`config.mk`:
```
export PLATFORM = sky130hd
export DESIGN_NAME = fp_adder_arbiter
export DESIGN_NICKNAME = d
export VERILOG_FILES = /design/src/rtl/fp_adder_arbiter.sv
export SDC_FILE = /design/constraint.sdc
export NUM_CORES = 1
export LEC_CHECK = 0
export ABC_CLOCK_PERIOD_IN_PS = 6500
export CAP_MARGIN = 20
export CORE_AREA = 2 2 154 156
export DETAILED_ROUTE_END_ITERATION = 16
export DIE_AREA = 0 0 156 158
export PLACE_DENSITY = 0.6
export SYNTH_ARGS = -nofsm -noshare
export SYNTH_HDL_FRONTEND = slang
export SYNTH_SLANG_ARGS = --single-unit
```
`constraint.sdc`:
```
create_clock -name clk -period 6.5 [get_ports clk]
set_input_delay 1.3 -clock clk [delete_from_list [all_inputs] [get_ports clk]]
set_output_delay 1.3 -clock clk [all_outputs]
set_load 0.01 [all_outputs]
```
`src/rtl/fp_adder_arbiter.sv`:
```
// fp_adder_arbiter: round-robin front end that shares one pipelined IEEE single
// precision adder between NUM_REQ requesters. It issues at most one add/sub per
// cycle and tags each op with its requester ID so the result can be routed back.
// It also caps the number of in-flight ops per requester.
module fp_adder_arbiter #(
  parameter int NUM_REQ = 4,
  parameter int ID_W    = 2,
  parameter int LATENCY = 6,
  parameter int MAX_OUT = 3
) (
  input  logic                    clk,
  input  logic                    reset,
  input  logic [NUM_REQ-1:0]      req_valid,
  output logic [NUM_REQ-1:0]      req_ready,
  input  logic [NUM_REQ-1:0]      req_mode,
  input  logic [32*NUM_REQ-1:0]   req_a,
  input  logic [32*NUM_REQ-1:0]   req_b,
  output logic                    add_mode,
  output logic [31:0]             add_a,
  output logic [31:0]             add_b,
  input  logic [31:0]             add_result,
  output logic                    rsp_valid,
  output logic [ID_W-1:0]         rsp_id,
  output logic [31:0]             rsp_data,
  output logic                    busy
);

  localparam int CNT_W = $clog2(MAX_OUT + 1);
  localparam logic [CNT_W-1:0] CNT_MAX = CNT_W'(MAX_OUT);

  typedef struct packed {
    logic            valid;
    logic [ID_W-1:0] id;
  } tag_t;

  // Stage 0 sits beside the operand register; stage LATENCY lines up with the
  // cycle in which the adder presents the matching result.
  tag_t            tag_q [LATENCY+1];
  tag_t            tag_d [LATENCY+1];
  logic [CNT_W-1:0] cnt_q [NUM_REQ];
  logic [CNT_W-1:0] cnt_d [NUM_REQ];
  logic [ID_W-1:0] ptr_q, ptr_d;
  logic            add_mode_q, add_mode_d;
  logic [31:0]     add_a_q, add_a_d;
  logic [31:0]     add_b_q, add_b_d;

  logic [NUM_REQ-1:0] eligible;
  logic [NUM_REQ-1:0] grant;
  logic               grant_found;
  logic [ID_W-1:0]    grant_id;
  logic [ID_W-1:0]    cand;
  logic               retire;
  logic [ID_W-1:0]    retire_id;

  // A requester may compete only while it is below its in-flight cap.
  always_comb begin
    eligible = '0;
    for (int i = 0; i < NUM_REQ; i++) begin
      eligible[i] = req_valid[i] && (cnt_q[i] < CNT_MAX);
    end
  end

  // Round-robin search starting at the pointer; reset suppresses any grant.
  always_comb begin
    grant       = '0;
    grant_found = 1'b0;
    grant_id    = '0;
    cand        = '0;
    for (int off = 0; off < NUM_REQ; off++) begin
      cand = ID_W'((int'(ptr_q) + off) % NUM_REQ);
      if (!grant_found && eligible[cand]) begin
        grant_found = 1'b1;
        grant_id    = cand;
      end
    end
    if (reset) begin
      grant_found = 1'b0;
    end
    if (grant_found) begin
      grant[grant_id] = 1'b1;
    end
  end

  assign req_ready = grant;
  assign retire    = tag_q[LATENCY].valid;
  assign retire_id = tag_q[LATENCY].id;

  // Next state for operands, pointer and the free-running tag shift register.
  always_comb begin
    ptr_d      = ptr_q;
    add_mode_d = 1'b0;
    add_a_d    = '0;
    add_b_d    = '0;
    tag_d[0]   = '0;
    for (int j = 1; j <= LATENCY; j++) begin
      tag_d[j] = tag_q[j-1];
    end
    if (grant_found) begin
      ptr_d          = (grant_id == ID_W'(NUM_REQ - 1)) ? '0 : grant_id + ID_W'(1);
      add_mode_d     = req_mode[grant_id];
      add_a_d        = req_a[int'(grant_id)*32 +: 32];
      add_b_d        = req_b[int'(grant_id)*32 +: 32];
      tag_d[0].valid = 1'b1;
      tag_d[0].id    = grant_id;
    end
  end

  // In-flight counters: issue and retire on the same edge cancel out.
  always_comb begin
    for (int i = 0; i < NUM_REQ; i++) begin
      cnt_d[i] = cnt_q[i];
      if ((grant_found && grant_id == ID_W'(i)) && !(retire && retire_id == ID_W'(i))) begin
        if (cnt_q[i] != CNT_MAX) begin
          cnt_d[i] = cnt_q[i] + CNT_W'(1);
        end
      end else if ((retire && retire_id == ID_W'(i)) && !(grant_found && grant_id == ID_W'(i))) begin
        if (cnt_q[i] != '0) begin
          cnt_d[i] = cnt_q[i] - CNT_W'(1);
        end
      end
    end
  end

  // State registers; reset discards every in-flight op.
  always_ff @(posedge clk or posedge reset) begin
    if (reset) begin
      ptr_q      <= '0;
      add_mode_q <= 1'b0;
      add_a_q    <= '0;
      add_b_q    <= '0;
      for (int j = 0; j <= LATENCY; j++) begin
        tag_q[j] <= '0;
      end
      for (int i = 0; i < NUM_REQ; i++) begin
        cnt_q[i] <= '0;
      end
    end else begin
      ptr_q      <= ptr_d;
      add_mode_q <= add_mode_d;
      add_a_q    <= add_a_d;
      add_b_q    <= add_b_d;
      for (int j = 0; j <= LATENCY; j++) begin
        tag_q[j] <= tag_d[j];
      end
      for (int i = 0; i < NUM_REQ; i++) begin
        cnt_q[i] <= cnt_d[i];
      end
    end
  end

  // Busy while any tag stage still carries an op.
  always_comb begin
    busy = 1'b0;
    for (int j = 0; j <= LATENCY; j++) begin
      busy = busy | tag_q[j].valid;
    end
  end

  assign add_mode  = add_mode_q;
  assign add_a     = add_a_q;
  assign add_b     = add_b_q;
  assign rsp_valid = tag_q[LATENCY].valid;
  assign rsp_id    = tag_q[LATENCY].valid ? tag_q[LATENCY].id : '0;
  assign rsp_data  = add_result;

endmodule

```
==> results.sh, run 1 <==
export IMPL_outcome="completed"
export IMPL_p_int_w=0.00193
export IMPL_cts_resized=0
export IMPL_seq_power_share_pct=30.3
export IMPL_arrival_ps=3450
export IMPL_io_pins=403
export IMPL_track_usage_pct=13.6
export IMPL_yosys_top_cells_area="dfrtp_1, mux2i_1, o22ai_1, buf_4, buf_12"
export IMPL_yosysMostFrequentCell="mux2i_1"
export IMPL_critical_path_class="primary input to primary output"
export IMPL_finalSetupViolations=0
export IMPL_synth_cell_types=45
export IMPL_syn_area_um2=5260
export IMPL_endpoint_kind="primary output"
export IMPL_grt_start_max_net_pins=75
export IMPL_grt_pass1_vias=4486
export IMPL_drc=0
export IMPL_wire_per_inst_um=17.2
export IMPL_drt_first_pass_iters=4
export IMPL_num_antenna_cells=0
export IMPL_power_frac_comb_pct=52.6
export IMPL_nets=1030
export IMPL_rsz0062_at_grt="false"
export IMPL_totalWireLength_um=17600
export IMPL_rows=56
export IMPL_cts_sinks=96
export IMPL_placed_cell_area_um2=8490
export IMPL_power_density_nw_per_um2=342
export IMPL_chipWidth_um=156
export IMPL_tightest_slew_ps=916
export IMPL_drive_gt1_share_pct=5.05
export IMPL_async_reset_ff_share_pct=100
export IMPL_fin_tns_setup_ps=0
export IMPL_critical_path_max_fanout=4
export IMPL_final_hold_violation_count=0
export IMPL_viasPerCell=4.41
export IMPL_via_count=4513
export IMPL_cp_data_required_time_ps=5200
export IMPL_grt_pass1_wl_um=25200
export IMPL_cts_made_buffers=9
export IMPL_design_area_um2=8770
export IMPL_ys_warn_count=0
export IMPL_clk_pin_slew_ps=70
export IMPL_synth_edf_count=0
export IMPL_worstHoldPathType="flip-flop to flip-flop"
export IMPL_ys_flop_type="dfrtp_1"
export IMPL_clock_fmax_ghz=0.211
export IMPL_period_share_pct=73.1
export IMPL_synth_top_area_share_pct=45.7
export IMPL_clkPwrFrac_pct=17.1
export IMPL_area_delta_synth_final_pct=66.9
export IMPL_start_kind="primary input"
export IMPL_min_period_ps=4750
export IMPL_fillers=2306
export IMPL_coreArea_um2=23100
export IMPL_cts_tree="done"
export IMPL_cts_buffer_depth=2
export IMPL_ys_ff_latch=96
export IMPL_dieArea_um2=24600
export IMPL_syn_avg_cell_area_um2=12.1
export IMPL_min_from="tag_d[15]"
export IMPL_slew_viol_final=0
export IMPL_seq_area_frac_synth_pct=45.7
export IMPL_die_h_um=158
export IMPL_holdPathStages=0
export IMPL_port_buffers=338
export IMPL_detail_route_antenna_nets=0
export IMPL_p_sw_share_pct=35.7
export IMPL_maxCapViolCount=0
export IMPL_antenna_found_initial=0
export IMPL_slew_limit_headroom_pct=38.9
export IMPL_dp_hpwl_um=13700
export IMPL_cts_setup_buffers=0
export IMPL_power_leakage_nw=3.90
export IMPL_start_util_pct=22.8
export IMPL_worst_r2r_startpoint="cnt_q[5]"
export IMPL_vdd_drop_max_uv=271
export IMPL_cts_hold_fix_buffers=0
export IMPL_yosysTopAreaCell="dfrtp_1"
export IMPL_root_buffer="clkbuf_16"
export IMPL_r2r_cells=6
export IMPL_insertion_delay_ps=350
export IMPL_gp_congestion=0.751
export IMPL_crit_path_start="req_valid[0]"
export IMPL_clock_skew_ps=8.42
export IMPL_syn_nets=737
export IMPL_netlist_instances=435
export IMPL_ctsHtreeMaxLevel=3
export IMPL_p_switching_w=0.00107
export IMPL_drtIter0Drc=137
export IMPL_setup_ws_ps=1750
export IMPL_post_place_ws_ps=1730
export IMPL_synth_common_cells="mux2i_1, dfrtp_1, o22ai_1"
export IMPL_gr_total_overflow=0
[cells by family (layout without fill, tap and decap cells)]
| logic type | count (synthesis) | in the layout | share of synthesized area [%] |
|---|---|---|---|
| mux | 134 | 134 | 25.5 |
| compound gates | 97 | 97 | 13.1 |
| flops | 96 | 96 | 45.7 |
| buf+inv | 66 | 364 | 11.1 |
| simple gates | 37 | 37 | 3.48 |
| fa+ha+maj | 4 | 4 | 0.952 |
| xor+xnor | 1 | 1 | 0.167 |
[power groups by stage]
stage	logic (W)	clock network (W)	registers, W
3_5_place_dp	0.00160	0	0.000924
3_3_place_gp	0.00159	0	0.000922
2_1_floorplan	0.000998	0	0.000985
6_report	0.00158	0.000513	0.000911
5_1_grt	0.00171	0.000571	0.000936
4_1_cts	0.00160	0.000545	0.000913
[through the flow]
step                total power, W  std cells  utilization (%)  hold WS, ps
floorplan                  0.00198        435                -          331
global route               0.00322       1023             38.1          359
CTS                        0.00306       1023             38.1          352
detailed placement         0.00252       1007             36.8          335
global placement           0.00252       1007             36.8          331
finish                     0.00300       1023             38.1          349
[metal layers]
layer  routed length, µm  global-route usage (%)
met1                6800                    15.1
met2                8820                    24.1
met3                1810                    5.78
met4                 152                    3.32
met5                   0                       0
[worst paths after layout]
path                                end  slack [ps]
max                        req_ready[1]        1750
min                           tag_d[12]         350
max reg2reg                   add_b[12]        3990
min reg2reg                   tag_d[12]         350
max in group asynchronous      add_b[1]        3920
min in group asynchronous      cnt_q[6]        1460
[cell type report]
| cell class | instances | area [µm²] | share of cell area (%) |
|---|---|---|---|
| Sequential cell | 96 | 2400 | 27.4 |
| Clock inverter | 7 | 55.1 | 0.628 |
| Timing Repair Buffer | 343 | 3430 | 39.1 |
| Tap cell | 290 | 363 | 4.14 |
| Multi-Input combinational cell | 273 | 2270 | 25.9 |
| Clock buffer | 9 | 225 | 2.57 |
| Inverter | 5 | 21.3 | 0.242 |
[critical path, cell delays in order]
cell and delay [ps]:
clkdlybuf4s50_1 410, a21boi_2 180, o2bb2a_2 300, o221ai_1 170, or2_2 350, nor2_1 160, clkdlybuf4s50_1 570
[cells in the final DEF (no fill, tap or decap), types with 2 or more instances in the layout]
master	netlist	layout
o31a_1	2	2
clkinvlp_4	0	4
o21ai_0	8	8
mux2i_1	134	134
nor2b_1	5	5
inv_1	4	3
nand2_2	1	2
buf_4	32	4
and2_1	2	2
ha_1	4	4
clkdlybuf4s50_1	0	338
nand2_1	13	12
o22ai_1	65	65
a21boi_2	3	3
clkbuf_16	0	9
o21bai_1	2	2
a21oi_1	4	4
nor2_1	8	8
nand2b_1	2	2
dfrtp_1	96	96
[state kept, by name, indices dropped and copies added (netlist names)]
| name | count |
|---|---|
| ptr_q | 2 |
| retire_id | 2 |
| add_mode | 1 |
| add_a | 32 |
| cnt_q | 8 |
| tag_d | 18 |
| add_b | 32 |
| rsp_valid | 1 |
Power figures use the tool's default switching activity.
==> inputs of run 2 (changes only) <==
- ABC_CLOCK_PERIOD_IN_PS: 6500 -> 3900
- PLACE_DENSITY: 0.6 -> 0.62
- clock period: 6.5 -> 3.9 ns (I/O delays scaled with it)
==> results.sh, run 2 (same netlist as run 1, synthesis figures left out) <==
export IMPL_dieArea_um2=24600
export IMPL_cts_made_buffers=9
export IMPL_clkPwrFrac_pct=17.4
export IMPL_dp_hpwl_um=13900
export IMPL_via_count=4536
export IMPL_drive_gt1_share_pct=5.43
export IMPL_detail_route_antenna_nets=0
export IMPL_placed_cell_area_um2=8550
export IMPL_slowest_delay_ps=570
export IMPL_worstHoldPathType="flip-flop to flip-flop"
export IMPL_worst_path_most_repeated_cell="clkdlybuf4s50_1"
export IMPL_path_cells="clkdlybuf4s50_1 > a21boi_2 > o2bb2a_2 > o221ai_1 > or2_2 > nor2_1 > clkdlybuf4s50_1"
export IMPL_rsz0062_at_grt="false"
export IMPL_start_kind="primary input"
export IMPL_num_antenna_cells=0
export IMPL_grt_pass1_vias=4678
export IMPL_p_int_w=0.00326
export IMPL_cts_tree="done"
export IMPL_power_density_nw_per_um2=574
export IMPL_maxCapViolCount=0
export IMPL_clk_pin_slew_ps=80
export IMPL_final_hold_violation_count=0
export IMPL_port_buffers=338
export IMPL_track_usage_pct=13.9
export IMPL_clock_fmax_ghz=0.270
export IMPL_cts_resized=0
export IMPL_fin_tns_setup_ps=0
export IMPL_arrival_ps=2930
export IMPL_fillers=2317
export IMPL_totalWireLength_um=17900
export IMPL_chipWidth_um=156
export IMPL_nets=1033
export IMPL_gp_congestion=0.783
export IMPL_p_sw_share_pct=35.7
export IMPL_io_pins=403
export IMPL_drc=0
export IMPL_finalSetupViolations=0
export IMPL_vdd_drop_max_uv=524
export IMPL_antenna_found_initial=0
export IMPL_crit_buf_inv=2
export IMPL_critical_path_max_fanout=4
export IMPL_worst_path_max_delay_cell="clkdlybuf4s50_1"
export IMPL_layout_commonest_cell="clkdlybuf4s50_1"
export IMPL_ctsHtreeMaxLevel=3
export IMPL_grt_pass1_wl_um=26000
export IMPL_outcome="completed"
export IMPL_layout_common_cells="clkdlybuf4s50_1, mux2i_1, dfrtp_1, o22ai_1, nand2_1"
export IMPL_cp_top_family="buffers and inverters"
export IMPL_rows=56
export IMPL_grt_start_max_net_pins=60
export IMPL_cts_hold_fix_buffers=0
export IMPL_slew_limit_headroom_pct=46.5
export IMPL_power_leakage_nw=3.95
export IMPL_design_area_um2=8840
export IMPL_cts_sinks=96
export IMPL_start_util_pct=22.8
export IMPL_viasPerCell=4.42
export IMPL_wire_per_inst_um=17.4
export IMPL_seq_power_share_pct=30.0
export IMPL_min_period_ps=3710
export IMPL_cts_setup_buffers=0
export IMPL_fin_hold_ws_ps=345
export IMPL_insertion_delay_ps=350
export IMPL_drt_first_pass_iters=4
export IMPL_p_switching_w=0.00181
export IMPL_gr_total_overflow=0
export IMPL_critical_path_class="primary input to primary output"
export IMPL_coreArea_um2=23100
export IMPL_period_share_pct=95.0
export IMPL_cp_data_required_time_ps=3120
export IMPL_area_delta_synth_final_pct=68.2
export IMPL_power_frac_comb_pct=52.6
export IMPL_die_h_um=158
export IMPL_slew_viol_final=0
export IMPL_root_buffer="clkbuf_16"
export IMPL_endpoint_kind="primary output"
export IMPL_tightest_slew_ps=803
export IMPL_cts_buffer_depth=2
export IMPL_drtIter0Drc=128
export IMPL_clock_skew_ps=11.2
## run 2: changes by cell type in the layout (fill, tap and decap cells not counted), sizes merged
cell / previous run / this run
buf: 5 / 8
clkinvlp: 4 / 0
inv: 7 / 9
clkinv: 1 / 3
## run 2: final cells by class
type                    instances  area (µm²)  share of cell area [%]
repair buffers                346        3490                    39.5
flip-flops and latches         96        2400                    27.2
clock inverters                 7        62.6                   0.708
clock buffers                   9         225                    2.55
well taps                     290         363                    4.10
inverters                       5        21.3                   0.241
multi-input cells             273        2270                    25.7
## run 2: power groups by stage
stage	Sequential (W)	Combinational [W]	Clock, W
finish	0.00152	0.00267	0.000884
CTS	0.00153	0.00272	0.000922
global route	0.00157	0.00288	0.000970
detailed placement	0.00155	0.00271	0
floorplan	0.00164	0.00166	0
global placement	0.00154	0.00270	0
## run 2: final timing paths
check | startpoint | endpoint | slack [ps] | cells after the start
max in group asynchronous | reset | add_b[18] | 2220 | 3
max | req_valid[0] | req_ready[1] | 190 | 7
min in group asynchronous | reset | ptr_q[0] | 980 | 2
min reg2reg | tag_d[1] | retire_id[1] | 350 | 0
max reg2reg | cnt_q[2] | add_b[7] | 1580 | 7
min | tag_d[1] | retire_id[1] | 350 | 0
## run 2: layer usage
layer | track usage [%] | wire, µm
met5 | 0 | 0
met4 | 3.58 | 218
met3 | 4.90 | 1590
met2 | 24.8 | 8960
met1 | 15.7 | 7100
## run 2: worst reg2reg max path: stages (launching register included)
cell	delay, ps
dfrtp_1	430
a21bo_4	260
o21a_4	200
o221ai_4	250
buf_12	340
buf_12	340
mux2i_1	230
o22ai_1	110
## run 2: stage by stage
| step | total power (W) | worst slack [ps] | util [%] | instances |
|---|---|---|---|---|
| 2_1_floorplan | 0.00330 | 615 | - | 435 |
| 3_3_place_gp | 0.00424 | 187 | 37.1 | 1010 |
| 3_5_place_dp | 0.00426 | 185 | 37.1 | 1010 |
| 4_1_cts | 0.00517 | 182 | 38.3 | 1026 |
| 5_1_grt | 0.00541 | 57.4 | 38.3 | 1026 |
| 6_report | 0.00508 | 193 | 38.3 | 1026 |
==> patch (settings of run 1) <==
Reset style: synchronous (`reset`), changed in one clocked block.
--- a/src/rtl/fp_adder_arbiter.sv
+++ b/src/rtl/fp_adder_arbiter.sv
@@ -124,3 +124,3 @@
   // State registers; reset discards every in-flight op.
-  always_ff @(posedge clk or posedge reset) begin
+  always_ff @(posedge clk) begin
     if (reset) begin
Function: differs if reset is asserted again (counterexample within 4 cycles, from zero or initial values and one cycle with reset high); with reset held inactive, the same outputs for 4 cycles.
==> patch against run 1 <==
- total power decreased by 26%
- critical path depth stayed put
- setup slack worse by 350 ps
- clock skew rose by 3.1 ps
- combinational power decreased by 43%
- hold slack improved by 89 ps
- core utilization fell by 0.79 points
- synthesized area shrank 4.7%
- count of clock-buffer cells in the layout unchanged
- routed wire length increased by 2.5%
- clock power rose by 15%
- design area down 2.1%
- first-iteration DRC count decreased by 4.4%
- sequential cell count unchanged
==> patch: results (changes against run 1) <==
| Metric | Value |
|---|---|
| Final period util | `0.784 (+0.0532)` |
| Tightest Pin Transition | `1040 ps (+126 ps)` |
| Clock Skews | `11.6 ps (+3.15 ps)` |
| Sw Ratio | `0.316 (-0.0408)` |
| Post-Syn Instances | `461 (+6.0%)` |
| Setup Slack @ Placement | `1470 ps (-267 ps)` |
| Starting DRT DRC Count | `131 (-4.4%)` |
| Multiplexer share of the synthesized area | `0.262 (+0.00650)` |
| Reg-to-reg slack, setup | `3870 ps (-120 ps)` |
| Sequential area share after synthesis | `0.384 (-0.0735)` |
| Placed instance area | `8270 um2 (-2.6%)` |
| Status | `finished, final reports clean` |
| Max incr delay on CP | `620 ps (+50 ps)` |
| Drt via density | `4.29 (-2.8%)` |
| Crit path DAT | `3800 ps (+350 ps)` |
| Wl on met1 | `7070 um (+3.9%)` |
| Asr flop ratio synth | `0 (-1.00)` |
| Grt met2 use | `0.245 (+0.00316)` |
| Metal3 WL | `1370 um (-24%)` |
| Comb group | `0.000904 W (-43%)` |
| Vias in the first global route | `4,337 (-3.3%)` |
| Hold WS | `438 ps (+89.2 ps)` |
| Share of cells above drive strength 1 | `0.0796 (+0.0291)` |
| Compound-gate portion of the synthesized area | `0.160 (+0.0294)` |
| Overall power | `0.00221 W (-26%)` |
| Adder-Cell Fraction of Synth Area | `0.0125 (+0.00296)` |
| P_seq | `0.000718 W (-21%)` |
-- patch: changes by cell type after synthesis, moves of 4 or more --
cell / delta
nor2b_1: +14
a21oi_1: +5
buf_4: +4
dfxtp_1: +96
nand2_1: -7
dfrtp_1: -96
buf_12: -8
buf_6: +13
nand2b_1: +7
o22ai_2: +27
o22ai_1: -24
-- patch: path summary, 6_finish.rpt --
kind | from | end | cells after the start
setup / recovery | req_valid[0] | req_ready[0] | 7
hold / removal | tag_q[0][10] | tag_q[0][13] | 1
setup reg to reg | cnt_q[0][0] | cnt_q[3][0] | 11
hold reg to reg | tag_q[0][10] | tag_q[0][13] | 1
-- patch: layout make-up --
cell class	instances	area (um2)	area share
Sequential cell	96	1920	0.224
Clock buffer	9	225	0.0262
Clock inverter	7	93.8	0.0109
Inverter	9	36.3	0.00422
Tap cell	290	363	0.0422
Multi-Input combinational cell	292	2530	0.295
Timing Repair Buffer	341	3420	0.398
